## src/rtl/bus_ep_pkg.sv

```systemverilog
// Shared definitions for the bus endpoint: address width, broadcast ID and
// the destination-field extractor used by the RTL and by checkers.
package bus_ep_pkg;

   localparam int          ADDR_W       = 8;
   localparam logic [7:0]  BROADCAST_ID = 8'hFF;
   localparam int          PKT_MAX_W    = 64;

   // Packets are zero-extended to PKT_MAX_W; w is the real packet width.
   function automatic logic [ADDR_W-1:0] dest_of(input logic [PKT_MAX_W-1:0] pkt,
                                                 input int unsigned          w);
      return ADDR_W'(pkt >> (w - ADDR_W));
   endfunction

endpackage

```

## src/rtl/ep_fifo.sv

```systemverilog
// Show-ahead synchronous FIFO. Pointers wrap modulo depth; occupancy is kept
// in a separate counter so full (count==depth) and empty (count==0) are exact.
module ep_fifo #(
   parameter int width = 16,
   parameter int depth = 8
) (
   input  logic                     clk,
   input  logic                     reset,
   input  logic                     wr_i,
   input  logic [width-1:0]         wr_data_i,
   input  logic                     rd_i,
   output logic [width-1:0]         rd_data_o,
   output logic                     full_o,
   output logic                     empty_o,
   output logic [$clog2(depth):0]   count_o
);
   localparam int AW = $clog2(depth);
   localparam int CW = AW + 1;

   logic [width-1:0] mem_q [depth];
   logic [AW-1:0]    wr_ptr_q, wr_ptr_d;
   logic [AW-1:0]    rd_ptr_q, rd_ptr_d;
   logic [CW-1:0]    count_q, count_d;
   logic             rd_ok, wr_ok;

   assign empty_o = (count_q == '0);
   assign full_o  = (count_q == CW'(depth));
   assign count_o = count_q;

   // A read frees a slot in the same cycle, so a full FIFO still accepts a write.
   assign rd_ok = rd_i && !empty_o;
   assign wr_ok = wr_i && (!full_o || rd_ok);

   assign rd_data_o = empty_o ? '0 : mem_q[rd_ptr_q];

   always_comb begin
      wr_ptr_d = wr_ptr_q;
      rd_ptr_d = rd_ptr_q;
      count_d  = count_q + CW'(wr_ok) - CW'(rd_ok);
      if (wr_ok) wr_ptr_d = wr_ptr_q + AW'(1);
      if (rd_ok) rd_ptr_d = rd_ptr_q + AW'(1);
   end

   always_ff @(posedge clk or posedge reset) begin
      if (reset) begin
         wr_ptr_q <= '0;
         rd_ptr_q <= '0;
         count_q  <= '0;
      end else begin
         wr_ptr_q <= wr_ptr_d;
         rd_ptr_q <= rd_ptr_d;
         count_q  <= count_d;
      end
   end

   always_ff @(posedge clk) begin
      if (wr_ok) mem_q[wr_ptr_q] <= wr_data_i;
   end

endmodule

```

## src/rtl/bus_endpoint.sv

```systemverilog
// Device-side bus terminal: TX FIFO drained by the bus, RX FIFO filled by
// address-filtered bus pushes, plus registered drop / pop-error pulses.
module bus_endpoint
   import bus_ep_pkg::*;
#(
   parameter int          pckg_sz   = 16,
   parameter int          depth     = 8,
   parameter logic [7:0]  id        = 8'd0,
   parameter logic [7:0]  broadcast = BROADCAST_ID
) (
   input  logic                     clk,
   input  logic                     reset,
   output logic                     pndng,
   output logic [pckg_sz-1:0]       D_pop,
   input  logic                     pop,
   input  logic                     push,
   input  logic [pckg_sz-1:0]       D_push,
   input  logic                     tx_valid,
   input  logic [pckg_sz-1:0]       tx_data,
   output logic                     tx_ready,
   output logic                     rx_valid,
   output logic [pckg_sz-1:0]       rx_data,
   input  logic                     rx_ready,
   output logic [$clog2(depth):0]   tx_count,
   output logic [$clog2(depth):0]   rx_count,
   output logic                     rx_drop,
   output logic                     pop_err
);
   logic                 tx_full, tx_empty, rx_full, rx_empty;
   logic                 tx_wr, rx_accept, rx_rd_ok;
   logic [PKT_MAX_W-1:0] push_ext;
   logic [ADDR_W-1:0]    push_dest;
   logic                 rx_drop_q, rx_drop_d, pop_err_q, pop_err_d;

   assign push_ext  = PKT_MAX_W'(D_push);
   assign push_dest = dest_of(push_ext, pckg_sz);
   assign rx_accept = push && ((push_dest == id) || (push_dest == broadcast));
   assign rx_rd_ok  = rx_ready && !rx_empty;

   // TX writes are gated by tx_ready so a user stalled on full never double-writes.
   assign tx_wr = tx_valid && !tx_full;

   assign rx_drop_d = rx_accept && rx_full && !rx_rd_ok;
   assign pop_err_d = pop && tx_empty;

   ep_fifo #(.width(pckg_sz), .depth(depth)) u_tx_fifo (
      .clk       (clk),
      .reset     (reset),
      .wr_i      (tx_wr),
      .wr_data_i (tx_data),
      .rd_i      (pop),
      .rd_data_o (D_pop),
      .full_o    (tx_full),
      .empty_o   (tx_empty),
      .count_o   (tx_count)
   );

   ep_fifo #(.width(pckg_sz), .depth(depth)) u_rx_fifo (
      .clk       (clk),
      .reset     (reset),
      .wr_i      (rx_accept),
      .wr_data_i (D_push),
      .rd_i      (rx_ready),
      .rd_data_o (rx_data),
      .full_o    (rx_full),
      .empty_o   (rx_empty),
      .count_o   (rx_count)
   );

   assign pndng    = !tx_empty;
   assign tx_ready = !tx_full;
   assign rx_valid = !rx_empty;
   assign rx_drop  = rx_drop_q;
   assign pop_err  = pop_err_q;

   always_ff @(posedge clk or posedge reset) begin
      if (reset) begin
         rx_drop_q <= 1'b0;
         pop_err_q <= 1'b0;
      end else begin
         rx_drop_q <= rx_drop_d;
         pop_err_q <= pop_err_d;
      end
   end

endmodule
```

## config.mk

```make
export PLATFORM = sky130hd
export DESIGN_NAME = bus_endpoint
export DESIGN_NICKNAME = d
export VERILOG_FILES = /design/src/rtl/bus_ep_pkg.sv /design/src/rtl/ep_fifo.sv /design/src/rtl/bus_endpoint.sv
export SDC_FILE = /design/constraint.sdc
export NUM_CORES = 1
export LEC_CHECK = 0
export BUFFER_PORTS_ARGS = -buffer_cell sky130_fd_sc_hd__buf_2
export CAP_MARGIN = 40
export CORE_ASPECT_RATIO = 0.5
export CORE_MARGIN = 1
export CORE_UTILIZATION = 60
export CTS_CLUSTER_DIAMETER = 60
export CTS_CLUSTER_SIZE = 25
export DETAILED_ROUTE_END_ITERATION = 10
export PLACE_DENSITY_LB_ADDON = 0.1
export SLEW_MARGIN = 20
export SYNTH_ARGS = -nofsm -noshare
export SYNTH_HDL_FRONTEND = slang
export SYNTH_SLANG_ARGS = --single-unit
```

## constraint.sdc

```tcl
create_clock -name clk -period 5.8 [get_ports clk]
set_clock_uncertainty 0.2 [all_clocks]
set_input_delay 1.16 -clock clk [delete_from_list [all_inputs] [get_ports clk]]
set_output_delay 1.16 -clock clk [all_outputs]
set_load 0.03 [all_outputs]
```

# == Word level (Yosys, flattened, before mapping) ==
# Memories as Yosys holds them, arrays and structs flattened.
# Cells that the tools add are included.
# totals
ff_bits,22
ram_bits,256
inputBits,38
out_inout_bits,45
memories,2
# classes
addsub,8
n_eq_ne,3
n_mux,6
reduce_logical,20
# memory_table
memory,words,word_bits,read_ports,rd_ports_with_merged_regs,wr,line_no,source
u_rx_fifo.mem_q,8,16,1,0,1,ep_fifo.sv:20,logic [width-1:0] mem_q [depth];
u_tx_fifo.mem_q,8,16,1,0,1,ep_fifo.sv:20,
# ops
cell,count
16-bit two-way mux,2
"3-bit by 1-bit adder with 3-bit output, second input constant",4
1-bit logical AND,9
4-bit by 1-bit adder with 4-bit output,2
"4-bit equality test, second input constant",2
"8-bit equality test, second input constant",1
4-bit zero test,2
8-bit zero test,1
4-bit by 1-bit subtractor with 4-bit output,2
1-bit zero test,5
1-bit two-way mux,4
1-bit logical OR,3

# == Depth between registers and ports, before layout ==
# logic_depth
depth_word,7
depth_mapped,13
mapped_depth_nobuf,12

# == Hierarchy ==
# From an unflattened synthesis, not the netlist that was laid out.
# hier_totals
cells_unflattened,513
area_unflattened_um2,11016.8
# modules_own_cells
module,n_inst,cells_per_inst,area_per_inst_um2,seq_area_each_um2
ep_fifo,2,248,5432.7,4093.9
bus_endpoint,1,17,151.4,50.0

# == Worst setup path after synthesis ==
# No wires, ideal clock.
# synth_path
path_type,input -> register
startpoint,in D_push[12]
endpoint,"mem u_rx_fifo.mem_q[4][0], enable pin"
arrival_time_ns,3.651
path_slack_ns,1.518
stages,5
cell_sequence,or4_4 > nor2_4 > o211ai_2 > buf_6 > nor4_1
# synth_via
elab_chain_len,6
# synth_rtl
element,line_no,source
from (decl),bus_endpoint.sv:17,"input logic [pckg_sz-1:0] D_push,"
8-bit equality test or 8-bit zero test (tied branches),bus_endpoint.sv:37,assign rx_accept = push && ((push_dest == id) || (push_dest == broadcast));
1-bit logical OR (*),bus_endpoint.sv:37,
1-bit logical AND (*),bus_endpoint.sv:37,
1-bit logical AND (*),ep_fifo.sv:32,assign wr_ok = wr_i && (!full_o || rd_ok);
1-bit two-way mux (*),ep_fifo.sv:57,if (wr_ok) mem_q[wr_ptr_q] <= wr_data_i;
1-bit two-way mux (not written as such) (*),ep_fifo.sv:57,
to (decl),ep_fifo.sv:20,
# Mark *: on every way between the ends. The rest lies on a longest branch, timed or not.

# == Worst setup path in the final report ==
# layout_path
startpoint,reg u_tx_fifo.rd_ptr_q[0]
endpoint,out D_pop[5]
# layout_via
elab_chain_len,2
# layout_rtl
element,line_no,source
from (decl),ep_fifo.sv:22,"logic [AW-1:0] rd_ptr_q, rd_ptr_d;"
from (signal assigned),ep_fifo.sv:51,rd_ptr_q <= rd_ptr_d;
memory read 8 x 16 bit,--,
16-bit two-way mux,ep_fifo.sv:34,assign rd_data_o = empty_o ? '0 : mem_q[rd_ptr_q];
to (decl),bus_endpoint.sv:14,"output logic [pckg_sz-1:0] D_pop,"
# Every way passes these cells.

==> metrics.cfg <==
[final_layout]
multiInputGateArea_um2=2640
fillCellCount=1105
final_area_um2=12400
regArea_um2=8240
layout_common_cells=256 x edfxtp_1, 82 x buf_2, 64 x mux4_2, 41 x nor2_1, 32 x mux2i_1
area_growth_pct=12.4
n_antenna_cell=0
drive_above_1_share=0.331
final_common_cell=edfxtp_1
nets=695

[clocking]
hold_buffers=0
htreeDepth=1
post_cts_buffers=0
cts_buffers=15
post_cts_resized=0
clock_sinks=278
clockBufferDepth=3
cts_root_buf=clkbuf_16
tritoncts=yes
clk_latency_ns=0.47
clkTransAtPathRegs_ns=0.09

[synth]
avgSynthCellArea_um2=20.4
syn_area_um2=11000
synth.net_count=595
yosysWarnings=0
syn_inst=539
ys_ff_latch=278
synth_cell_types=34
ys_seq_area_frac=0.748

[sta]
hold_slack_ns=0.337
fmax_mhz=242
hold_viol=0
fin_setup_tns_ns=0
period_share=0.711
setup_violations=0
slew_viol_final=0
fin_crit_ns=4.13
relSlewSlack=0.452
rsz0062_at_grt=no
worst_pin_slew_ns=0.822

[hold_path]
hp-class=flip-flop to flip-flop
min_path_cells=2

[detailed_routing]
wl_met1_um=8940
vias=5179
met2_length_um=10000
wirelength_um=20100
viasPerCell=5.90
drtIter0Drc=403
wl_per_cell_um=22.9
final_antenna_net_count=0
drtPass1Iterations=4
dr_wl_met3_um=878
drc_errors=0
top_layer=met5

[placement]
place.detailed.hpwl_um=12400
io_buffers=82
dpl_cell_area_um2=11900
place_congestion=0.738

[job]
cap_violations=0

[outcome]
outcome=completed

[global_routing]
globalRouteOverflowTotal=0
grt_pass1_vias=5398
grt_use_total=0.221
grt_antenna_before_repair=1
grt_max_degree=35
grt_pass1_wl_um=31100

[worst_setup_path]
crit_type=flip-flop to output pin
path_depth=5
path_buf_inv=2
slowest_delay_ns=0.80
critical_path_required_ns=4.44
cp_slowest_cell=dfrtp_2
ff2ff_setup_slack_ns=2.96
crit_arrival_ns=2.77
crit_path_start_kind=flip-flop
crit_path_end_kind=output pin
crit_family=flip-flops
crit_path_max_fanout=20
worstPathCellList=buf_4, mux4_2, mux2i_1, nor2_1, buf_2
rr_worst_depth=11

[floorplanning]
start_util=0.624
dieArea_um2=18900
num_io_pins=83
chipHeight_um=97.8
row_count=34
core_um2=17700
die_w_um=194

[power]
p_per_area_nw_per_um2=476
leakage_nw=4.33
vdd_drop_max_uv=374
power.total_w=0.00589

## worst min-delay path, stage by stage (launching register included)
cell and delay (ns):
dfrtp_1 0.39, nand2_1 0.06, nand2_1 0.05
## sequential cells by signal (all words and copies together), names as in the netlist
name,flops
u_tx_fifo.rd_ptr_q,3
u_rx_fifo.count_o,4
rx_drop,1
u_rx_fifo.wr_ptr_q,3
u_tx_fifo.count_o,4
u_tx_fifo.wr_ptr_q,3
u_rx_fifo.mem_q,128
pop_err,1
u_rx_fifo.rd_ptr_q,3
u_tx_fifo.mem_q,128
## cell families after synthesis
family / Yosys count / share of synthesized area
buffers and inverters: 47 / 0.0178
muxes: 99 / 0.163
xor gates and xnor gates: 11 / 0.00875
and+or+nand+nor: 80 / 0.0366
AOI/OAI and AO/OA: 6 / 0.00420
adders and majority gates: 18 / 0.0218
DFF: 278 / 0.748
## final cells by class
type                            count  area share
Clock inverter                      2     0.00374
Tap cell                          234      0.0237
Multi-Input combinational cell    214       0.214
Clock buffer                       20      0.0326
Timing Repair Buffer              108      0.0538
Inverter                           22     0.00667
Sequential cell                   278       0.666
## synth_stat cells
cell / number / area [um2]
a21o_1: 2 / 15.0
nor2_1: 41 / 154
nor3_1: 4 / 20.0
buf_6: 1 / 11.3
ha_1: 16 / 200
buf_2: 10 / 50.1
inv_1: 22 / 82.6
fa_1: 2 / 40.0
or4_4: 2 / 22.5
nor2_4: 1 / 11.3
mux2_1: 1 / 11.3
nor4b_2: 2 / 30.0
nand4_1: 2 / 12.5
mux2_2: 2 / 22.5
nand2b_1: 4 / 25.0
nor2b_1: 1 / 6.26
o211ai_2: 1 / 12.5
or3b_2: 1 / 8.76
xor2_1: 4 / 35.0
nand3_1: 2 / 10.0
edfxtp_1: 256 / 7690
mux2i_1: 32 / 320
and2_1: 2 / 12.5
buf_1: 2 / 7.51
clkbuf_1: 12 / 45.0
xnor2_1: 7 / 61.3
mux4_2: 64 / 1440
nor4_1: 4 / 25.0
o2111ai_1: 1 / 8.76
dfrtp_1: 22 / 551
a21oi_1: 2 / 10.0
nor3b_2: 1 / 12.5
nand2_1: 12 / 45.0
nor3b_1: 1 / 7.51
## final timing paths
kind / from / end
worst max-delay path: u_tx_fifo.rd_ptr_q[0]$_DFFE_PP0P_ / D_pop[5]
worst min-delay path: u_tx_fifo.wr_ptr_q[0]$_DFFE_PP0P_ / u_tx_fifo.wr_ptr_q[0]$_DFFE_PP0P_
worst max register to register: u_rx_fifo.count_o[1]$_DFF_PP0_ / u_rx_fifo.count_o[2]$_DFF_PP0_
worst min register to register: u_tx_fifo.wr_ptr_q[0]$_DFFE_PP0P_ / u_tx_fifo.wr_ptr_q[0]$_DFFE_PP0P_
max in group asynchronous: reset / u_rx_fifo.rd_ptr_q[2]$_DFFE_PP0N_
min in group asynchronous: reset / u_tx_fifo.wr_ptr_q[1]$_DFFE_PP0P_
## where the power goes
part           leakage [nW]  total (W)  internal [W]  switching (W)
clock                 0.218    0.00113      0.000544       0.000591
sequential             2.58    0.00263       0.00239       0.000241
combinational          1.54    0.00212      0.000914        0.00121
total                  4.33    0.00589       0.00385        0.00204
## stage by stage
stage | util | worst slack, ns | std cells
3_5_place_dp | 0.673 | 1.84 | 854
4_1_cts | 0.699 | 1.60 | 876
2_1_floorplan | - | 1.52 | 539
3_3_place_gp | 0.670 | 1.90 | 850
5_1_grt | 0.701 | 1.49 | 878
6_report | 0.701 | 1.67 | 878
## routing by layer
metal  GRT usage  vias up
li1            -     2320
met1       0.315     2723
met2       0.372      114
met3      0.0411       20
met4      0.0357        2
met5           0        -
No activity file was read; power rests on OpenSTA's default activity.
